**src/rtl/alu_chain_seq.sv**
```systemverilog
// rtl/alu_chain_seq.sv - four-step ALU chain sequenced over one shared external ALU
module alu_chain_seq #(
    parameter int WIDTH  = 32,
    parameter int OPW    = 5,
    parameter int OP_MAX = 6
) (
    input  logic             clk,
    input  logic             rst,
    input  logic             IN_VALID,
    output logic             IN_READY,
    input  logic [WIDTH-1:0] A,
    input  logic [WIDTH-1:0] B,
    input  logic [OPW-1:0]   OP,
    output logic             OUT_VALID,
    input  logic             OUT_READY,
    output logic [WIDTH-1:0] OUT,
    output logic             ERR,
    output logic             BUSY,
    output logic [WIDTH-1:0] ALU_A,
    output logic [WIDTH-1:0] ALU_B,
    output logic [OPW-1:0]   ALU_OP,
    input  logic [WIDTH-1:0] ALU_OUT
);

    typedef enum logic [2:0] {
        IDLE = 3'd0,
        S1   = 3'd1,
        S2   = 3'd2,
        S3   = 3'd3,
        S4   = 3'd4,
        DONE = 3'd5
    } state_t;

    localparam logic [OPW-1:0] OP_LIMIT = OPW'(OP_MAX);

    state_t           state_q;
    state_t           state_d;
    logic [WIDTH-1:0] a_r;
    logic [WIDTH-1:0] b_r;
    logic [OPW-1:0]   op_r;
    logic [WIDTH-1:0] t1;
    logic [WIDTH-1:0] t2;
    logic [WIDTH-1:0] t3;
    logic [WIDTH-1:0] out_r;
    logic             err_r;
    logic             op_bad;

    assign op_bad = (OP > OP_LIMIT);

    always_comb begin
        state_d = state_q;
        case (state_q)
            IDLE: if (IN_VALID) state_d = op_bad ? DONE : S1;
            S1:   state_d = S2;
            S2:   state_d = S3;
            S3:   state_d = S4;
            S4:   state_d = DONE;
            DONE: if (OUT_READY) state_d = IDLE;
            default: state_d = IDLE;
        endcase
    end

    // Operand routing to the shared ALU; quiet (all zero) outside S1..S4.
    always_comb begin
        ALU_A  = '0;
        ALU_B  = '0;
        ALU_OP = '0;
        case (state_q)
            S1: begin ALU_A = a_r; ALU_B = b_r; ALU_OP = op_r; end
            S2: begin ALU_A = t1;  ALU_B = b_r; ALU_OP = op_r; end
            S3: begin ALU_A = t1;  ALU_B = t2;  ALU_OP = op_r; end
            S4: begin ALU_A = t3;  ALU_B = t2;  ALU_OP = op_r; end
            default: ;
        endcase
    end

    always_ff @(posedge clk) begin
        if (rst) begin
            state_q <= IDLE;
            a_r     <= '0;
            b_r     <= '0;
            op_r    <= '0;
            t1      <= '0;
            t2      <= '0;
            t3      <= '0;
            out_r   <= '0;
            err_r   <= 1'b0;
        end else begin
            state_q <= state_d;
            case (state_q)
                IDLE: begin
                    if (IN_VALID) begin
                        a_r  <= A;
                        b_r  <= B;
                        op_r <= OP;
                        if (op_bad) begin
                            out_r <= '0;
                            err_r <= 1'b1;
                        end
                    end
                end
                S1: t1 <= ALU_OUT;
                S2: t2 <= ALU_OUT;
                S3: t3 <= ALU_OUT;
                S4: begin
                    out_r <= ALU_OUT;
                    err_r <= 1'b0;
                end
                default: ;
            endcase
        end
    end

    assign IN_READY  = (state_q == IDLE);
    assign BUSY      = (state_q != IDLE);
    assign OUT_VALID = (state_q == DONE);
    assign OUT       = out_r;
    assign ERR       = err_r;

endmodule
```
**config.mk**
```make
export PLATFORM = sky130hd
export DESIGN_NAME = alu_chain_seq
export DESIGN_NICKNAME = d
export VERILOG_FILES = /design/src/rtl/alu_chain_seq.sv
export SDC_FILE = /design/constraint.sdc
export NUM_CORES = 1
export LEC_CHECK = 0
export CAP_MARGIN = 20
export CORE_UTILIZATION = 30
export DETAILED_ROUTE_END_ITERATION = 10
export PLACE_DENSITY = 0.63
export SLEW_MARGIN = 25
export SYNTH_ARGS = -nofsm -noshare
export SYNTH_HDL_FRONTEND = slang
export SYNTH_SLANG_ARGS = --single-unit
```
**constraint.sdc**
```tcl
create_clock -name clk -period 2.35 [get_ports clk]
set_input_delay 0.47 -clock clk [delete_from_list [all_inputs] [get_ports clk]]
set_output_delay 0.47 -clock clk [all_outputs]
set_load 0.01 [all_outputs]
```
==> summary by stage, run 1 <==
Run status
The checks that failed: setup timing. The flow ran to the end, but the final reports show violations.

Worst setup path
The endpoint identified for the worst register-to-register timing path is t1[8]. The data arrival at the endpoint of the critical path is roughly 1.9 ns. The internal reg-to-reg setup slack is roughly 0.4 ns. The worst register-to-register path begins at state_q[2]. STA classifies the critical path endpoint as an output port.

Along the worst path, the maximum fanout reaches 8. The number of cells traversed by the worst register-to-register path is 5. By startpoint and endpoint, the worst setup path is classified as reg2out. The nature of the critical path startpoint is a register. The data required time of the worst path is 1.88 ns.

Worst hold path
The worst hold path was traced through 2 stages. The type of the most critical hold path is in2reg. The path with the worst hold slack has its endpoint at a_r[8]. The startpoint identified for the worst hold timing path is rst.

Clocking
The clock drives around 200 sinks. The number of CTS-inserted buffers is 23. The clock input transition at the sequential cells of the worst setup and hold paths is ~0.06 ns.

The maximum clock path buffer count is 3. The root buffer cell is sky130_fd_sc_hd__clkbuf_16. The maximum level of the CTS H-tree is 1. The later pin in the worst-skew pair is clocked with a latency of 0.51 ns.

The TritonCTS clock tree is yes. The count of hold buffers inserted by post-cts repair is 0.

Placed design
Once placement finished, the instance area stood at between 0.01 and 0.015 sq mm. The placer's final routability congestion estimate is around 0.83. The total half-perimeter wirelength after legalization and detailed placement is between 15000 and 20000 um.

Once placement completed, the tool counted placed cells totaling ~1600. The count of buffers added on input and output ports is between 200 and 250.

Synthesis
Of the total synthesized cell area, the portion taken by full adders, half adders and majority gates is 0. The netlist area before placement is ~0.0084 sq mm. In this run the mean area of a mapped cell was approximately 7.9 sq um.

After technology mapping, the gate count stands at about 1100. The sequential element share of the synthesized area is 0.481. Yosys attributes the largest share of cell area to sky130_fd_sc_hd__dfxtp_1 48%, sky130_fd_sc_hd__nand2_1 16%, sky130_fd_sc_hd__a21oi_1 9.3%, sky130_fd_sc_hd__a22o_1 3.4%, sky130_fd_sc_hd__o41ai_1 3.2%. The number of nets in the synthesized netlist is roughly 1200. Counting flops and latches in the post-synthesis netlist gives 201. Of all cell types, the one taking the most synthesized area is sky130_fd_sc_hd__dfxtp_1. The dominant combinational cell family by area after synthesis is compound AO/OA/AOI/OAI gates.

The count of warnings emitted by yosys is 0. The synthesized-area fraction occupied by ao, oa, aoi and oai cells is 0.224. Of the post-synthesis cell area, the dominant cell type holds 0.481. The count of unique library cells instantiated by Yosys is 32. Of the total synthesized cell area, the portion taken by XOR and XNOR cells is 0.00210. The simple logic cell fraction of the synthesized area is 0.219. After synthesis, the share of cell area in mux cells is 0.

Detailed routing
Before antenna repair, the detailed router went through 5 iterations. The via count is between 8000 and 9000. For this run, design rule violations remaining after detail routing come to 0.

For this block, the initial DRC count from the detailed router was 600. The detail route stage leaves a number of antenna-violating nets equal to 0. Dividing the detail-routed via count by the number of cells gives 4.98. The wire length per cell after detailed routing is approximately 18 um.

Summed over all layers, the routed wires come to 29400 um.

Global route
The overall fraction of global-route tracks in use is 0.197. The first global-routing pass estimated around 44000 um of wire. The number of antenna violations at the first check in global routing is 0. The via count of the first global-routing pass is roughly 7500. The total grt overflow is 0. Entering global routing, the biggest net connects between 60 and 70 pins.

Timing
Setup repair after global routing could not meet its margin everywhere. The clock arrives with approximately 0.0054 ns of skew. For this run, the top clock speed supported by timing is a little over 0.4 GHz. The final critical-path setup slack is -0.0609 ns. The final setup violation count is 25. The final max-slew violation count is 0.

The final-report hold violation count was 0. In the finished design, the share of the clock period the worst path needs comes to 1.03. The final period demand of the worst path is between 2 and 2.5 ns. The slew at the pin closest to its max-slew limit is 0.816 ns.

Headroom to the max-slew limit came out at 0.456.

Final layout
Of the cells placed in the final design, the portion with a size suffix greater than 1 is 0.172. The finished layout cell area is about 0.012 sq mm. The number of cells in the finished layout apart from fillers is 1642. Leaving out fill and tap cells, the most frequent cell in the layout is sky130_fd_sc_hd__nand2_1. The top cell types in the final layout, fill and taps aside, are 353 x sky130_fd_sc_hd__nand2_1, 198 x sky130_fd_sc_hd__dfxtp_1, 156 x sky130_fd_sc_hd__a21oi_1. The final layout contains ~1400 nets. The number of fillers in the final layout is around 2800. Relative to the synthesized area, the layout overhead comes to 42.2%.

In the final layout, flip-flops and latches occupy slightly above 0.004 sq mm. The area used by multi-input combinational logic is between 0.003 and 0.004 sq mm. The antenna cell count is 0.

Pwr
The total power density per cell area is approximately 1200 mW/mm^2. IR analysis of the VDD net gives a maximum drop of roughly 0.00048 V. For this design the static power due to leakage is between 4 and 5 nW.

Job
The max-cap violation count is 0.

Floorplanning
The floorplan step defined a die boundary enclosing ~0.029 sq mm. The width of the die is roughly 170 um. The number of placement rows is 60.

The floorplan step defined a core boundary enclosing roughly 0.027 sq mm. The initial utilization of the core area, before any placement, comes to 0.308. between 200 and 250 I/O pins were placed.

The floorplan step set the die height to approximately 170 um.
-- report_power, final --
group / internal (mW) / leakage [nW] / switching (mW)
clock: 1.96 / 0.330 / 1.37
sequential: 4.07 / 1.64 / 0.390
combinational: 2.66 / 2.37 / 3.25
-- state kept, by name, indices dropped and copies added (netlist names) --
| signal | count |
|---|---|
| OUT | 32 |
| a_r | 32 |
| b_r | 32 |
| t1 | 32 |
| t2 | 32 |
| t3 | 32 |
| op_r | 5 |
| state_q | 3 |
| ERR | 1 |
-- metal layers --
layer | routed length, um | GRT usage
met5 | 0 | 0
met4 | 921 | 0.0636
met3 | 1950 | 0.0346
met2 | 13900 | 0.330
met1 | 12600 | 0.256
-- worst max-delay path: stages (launching register included) --
cell and delay [ns]:
sky130_fd_sc_hd__dfxtp_4 0.37, sky130_fd_sc_hd__nor3b_4 0.24, sky130_fd_sc_hd__buf_12 0.13, sky130_fd_sc_hd__nand2b_4 0.17
sky130_fd_sc_hd__buf_12 0.13, sky130_fd_sc_hd__clkbuf_16 0.15, sky130_fd_sc_hd__a22o_1 0.12, sky130_fd_sc_hd__buf_2 0.13
-- worst max path at each step --
stage	start	endpoint	slack (ns)
6_report	state_q[0]	ALU_B[8]	-0.06
5_1_grt	state_q[0]	ALU_B[20]	-0.13
4_1_cts	state_q[2]	ALU_B[3]	-0.25
3_5_place_dp	state_q[0]	ALU_A[31]	-0.22
3_3_place_gp	state_q[0]	ALU_A[31]	-0.17
2_1_floorplan	state_q[1]	ALU_A[0]	0.47
-- synth_stat cells --
master / n
sky130_fd_sc_hd__a21oi_1: 156
sky130_fd_sc_hd__a21oi_2: 10
sky130_fd_sc_hd__a221oi_1: 1
sky130_fd_sc_hd__a22o_1: 32
sky130_fd_sc_hd__a22oi_1: 32
sky130_fd_sc_hd__a311o_1: 1
sky130_fd_sc_hd__and2_1: 6
sky130_fd_sc_hd__and3_1: 1
sky130_fd_sc_hd__and3b_1: 1
sky130_fd_sc_hd__buf_2: 42
sky130_fd_sc_hd__buf_4: 2
sky130_fd_sc_hd__buf_6: 8
sky130_fd_sc_hd__clkbuf_1: 47
sky130_fd_sc_hd__dfxtp_1: 201
sky130_fd_sc_hd__inv_1: 33
sky130_fd_sc_hd__nand2_1: 353
sky130_fd_sc_hd__nand2_2: 10
sky130_fd_sc_hd__nand2b_1: 1
sky130_fd_sc_hd__nand3b_1: 33
sky130_fd_sc_hd__nor2_1: 5
sky130_fd_sc_hd__nor2b_1: 2
sky130_fd_sc_hd__nor3_1: 4
sky130_fd_sc_hd__nor3b_1: 1
sky130_fd_sc_hd__nor3b_2: 2
sky130_fd_sc_hd__nor4b_4: 1
sky130_fd_sc_hd__o21a_1: 2
sky130_fd_sc_hd__o21ai_0: 32
sky130_fd_sc_hd__o41ai_1: 31
sky130_fd_sc_hd__o41ai_2: 1
sky130_fd_sc_hd__or3b_2: 2
sky130_fd_sc_hd__or4b_4: 1
sky130_fd_sc_hd__xnor2_1: 2
-- final cells by class --
cell class	count	area share
clock buffers	37	0.0570
clock inverters	2	0.00126
repair buffers	274	0.227
well taps	372	0.0392
flip-flops and latches	201	0.339
multi-input cells	723	0.326
inverters	33	0.0104
-- metrics by stage --
step                setup TNS, ns  hold slack, ns   util  worst slack (ns)  power, mW
global placement           -0.222           0.437  0.398            -0.168       9.08
detailed placement         -0.313           0.443  0.398            -0.221       9.15
CTS                         -6.03           0.391  0.437            -0.247       13.5
floorplan                       0           0.432      -             0.473       7.15
global route                -4.87           0.420  0.437            -0.134       14.5
finish                     -0.738           0.402  0.437           -0.0609       13.7
-- what timing repair did --
| action | in CTS | in global routing |
|---|---|---|
| setup buffers | 18 | 12 |
| gates cloned | 7 | 4 |
| endpoints found under the setup margin | 72 | 68 |
| pin swaps | 23 | 23 |
| resized for setup | 276 | 103 |
-- logic make-up (layout without fill, tap and decap cells) --
kind of cell / after synthesis / count (layout)
and+or+nand+nor: 423 / 423
AOI/OAI and AO/OA: 298 / 298
buffers and inverters: 132 / 346
DFF: 201 / 201
xor gates and xnor gates: 2 / 2
Note: power is estimated with default switching activity, not from simulation.
==> inputs of run 2 (changes only) <==
--- a/config.mk
+++ b/config.mk
@@ -8,7 +8,7 @@
 export CAP_MARGIN = 20
 export CORE_UTILIZATION = 30
 export DETAILED_ROUTE_END_ITERATION = 10
-export PLACE_DENSITY = 0.63
+export PLACE_DENSITY = 0.6
 export SLEW_MARGIN = 25
 export SYNTH_ARGS = -nofsm -noshare
 export SYNTH_HDL_FRONTEND = slang
==> summary by stage, run 2 (synthesis gave the netlist of run 1 again) <==
Placed design
The congestion estimate from routability-driven global placement came to 0.816. The total half-perimeter wirelength after legalization and detailed placement is approximately 18000 um. Buffers placed on the I/O ports in this run total approximately 210. Once placement finished, the instance area stood at ~0.011 sq mm.

Detailed routing
The detailed-routing iteration count for the pre-antenna-repair pass is 5. The remaining antenna violation count after routing is 0. The wire length per cell after detailed routing is roughly 18 um. The routed design has about 29000 um of wire.

The number of design-rule violations left by the first detailed-router iteration is roughly 490. Across all layers, the routed design uses around 8000 vias. After detailed routing, the number of remaining DRC violations is 0. The number of vias per cell is between 4 and 5.

Final layout
In the layout the commonest cells are 351 x sky130_fd_sc_hd__nand2_1, 198 x sky130_fd_sc_hd__dfxtp_1, 156 x sky130_fd_sc_hd__a21oi_1. The sequential standard cell area is 0.00404 sq mm. Compared with the post-synthesis result, the final layout area differs by 41.3%.

The final layout contains between 1000 and 1500 nets. The post-layout utilization of the core is 0.435. Leaving out fill and tap cells, the most frequent cell in the layout is sky130_fd_sc_hd__nand2_1.

The finished layout cell area is 0.0118 sq mm. The number of fillers in the final layout is 2790. The fraction of layout instances using a drive strength above 1 is 0.168.

The multi-input combinational cells in the finished layout cover a total of around 0.0039 sq mm.

Pwr
The maximum ir drop on the vdd rail is 0.000641 V. The post-route total power is 13.7 mW. Power spread over the standard cell area amounts to 1160 mW/mm^2.

The static leakage is between 4 and 5 nW.

Clocking
Buffers inserted during clock tree synthesis total 24. The count of hold buffers inserted by post-cts repair is 0. The clock input transition at the sequential cells of the worst setup and hold paths is about 0.060 ns. In this run the deepest clock path goes through 3 buffers. The later pin in the worst-skew pair is clocked with a latency of 0.51 ns.

TritonCTS built the clock tree. The maximum level of the CTS H-tree is 1. Clock tree synthesis selected as its root buffer the cell sky130_fd_sc_hd__clkbuf_16. The number of clock sinks is 201.

Global route
For this run, global-route usage on met3 was measured as 0.0330. The met1 track utilization from global routing is 0.257. The via count of the first global-routing pass is about 7600. The first-pass GRT wire length is between 40000 and 50000 um.

Entering global routing, the biggest net connects 89 pins. For this run, global-route usage on met2 was measured as 0.335. Across every metal layer, demand over resource in global routing totals 0.196.

For this run the aggregate overflow at the end of global routing stands at 0. The number of antenna violations at the first check in global routing is 1. The layer flagged by global routing as most heavily used is met2.

Worst setup path
At the worst endpoint, the arrival time is roughly 1.9 ns. STA classifies the critical path endpoint as an output port. The largest single stage delay on the critical path is between 0.3 and 0.4 ns. The critical path is of the reg2out type. The worst setup path is launched from a register. The cell that appears most often on the critical path is sky130_fd_sc_hd__buf_12.

For this design, the slowest cell found on the critical path is sky130_fd_sc_hd__dfxtp_4. The worst register-to-register path has a depth of 5. The critical path goes through buf_6 > xnor2_4 > nor2_4 > buf_12 > buf_12 > a22o_1 > buf_2. The data required time of the worst path is 1.88 ns. Along the worst path, the maximum fanout reaches 7.

Timing
The final max-slew violation count is 0. Setup repair after global routing could not meet its margin everywhere. The final period demand of the worst path is between 2 and 2.5 ns.

The slew at the pin closest to its max-slew limit is between 0.8 and 0.9 ns. The final critical-path setup slack is -0.0311 ns. The clock tree skew after final layout is 0.00564 ns. The final-report hold violation count is 0. Setup violations remaining at the end of the flow were counted as 21. The maximum achievable frequency is around 0.42 GHz. The worst-case headroom to the max-slew limit is 0.466. The share of the cycle needed by the critical path after routing is 1.01. Summed over all failing endpoints, the final setup total negative slack is -0.247 ns.

Floorplanning
The width of the die is about 170 um. The initial cell density of the core is 0.308. The floorplan has 60 rows. The area of the die is between 0.02 and 0.03 sq mm. The total area inside the core boundary comes to between 0.02 and 0.03 sq mm. The height of the chip is 169 um. For this design the top-level I/O count stands at 210.

Job
The max-cap violation count is 0.

Worst hold path
The worst hold path was traced through 2 stages. In this run the worst hold path is classified as in2reg.

Run status
The flow ran to the end, but the final reports show violations. The checks that failed: setup timing.
-- run 2: metrics by stage --
step	std cells	setup WS, ns	hold WS [ns]
after floorplan	1056	0.473	0.432
after global placement	1570	0.0707	0.442
after detailed placement	1570	0.0595	0.447
after CTS	1633	-0.134	0.360
after global routing	1636	-0.0968	0.393
final	1637	-0.0311	0.379
-- run 2: critical path: cells and delay by family, from the launching register on --
family,cells,cell delay (ns)
flops,1,0.36
buf+inv,4,0.55
compound gates,1,0.22
simple gates,1,0.06
xor+xnor,1,0.19
-- run 2: metal layers --
| layer | share of wire | vias to the layer above |
|---|---|---|
| li1 | - | 3957 |
| met1 | 0.44 | 3816 |
| met2 | 0.48 | 255 |
| met3 | 0.059 | 37 |
| met4 | 0.019 | 2 |
| met5 | 0.00045 | - |
-- run 2: final cells by class --
class	count	share of cell area
antenna	1	0.000212
clock buffer	37	0.0610
clock inverter	4	0.00381
inverter	33	0.0105
multi-input combinational	723	0.328
sequential	201	0.342
tap	372	0.0394
timing repair buffer	266	0.216
-- run 2: timing repair --
| action | in CTS | in global routing |
|---|---|---|
| pin swaps | 31 | 13 |
| setup buffers | 15 | 4 |
| resized for setup | 309 | 29 |
| cloned | 7 | 2 |
| endpoints found under the setup margin | 72 | 57 |
-- run 2: worst paths after layout --
check                                 end  startpoint  slack [ns]
worst max-delay path            ALU_B[22]  state_q[0]       -0.03
worst min-delay path               t1[14]         rst        0.38
worst max register to register      t1[6]  state_q[1]        0.41
worst min register to register    op_r[2]     op_r[2]        0.45
-- run 2: report_power, final --
part | switching, mW | internal, mW
logic | 3.14 | 2.49
clock network | 1.42 | 2.20
registers | 0.422 | 4.07
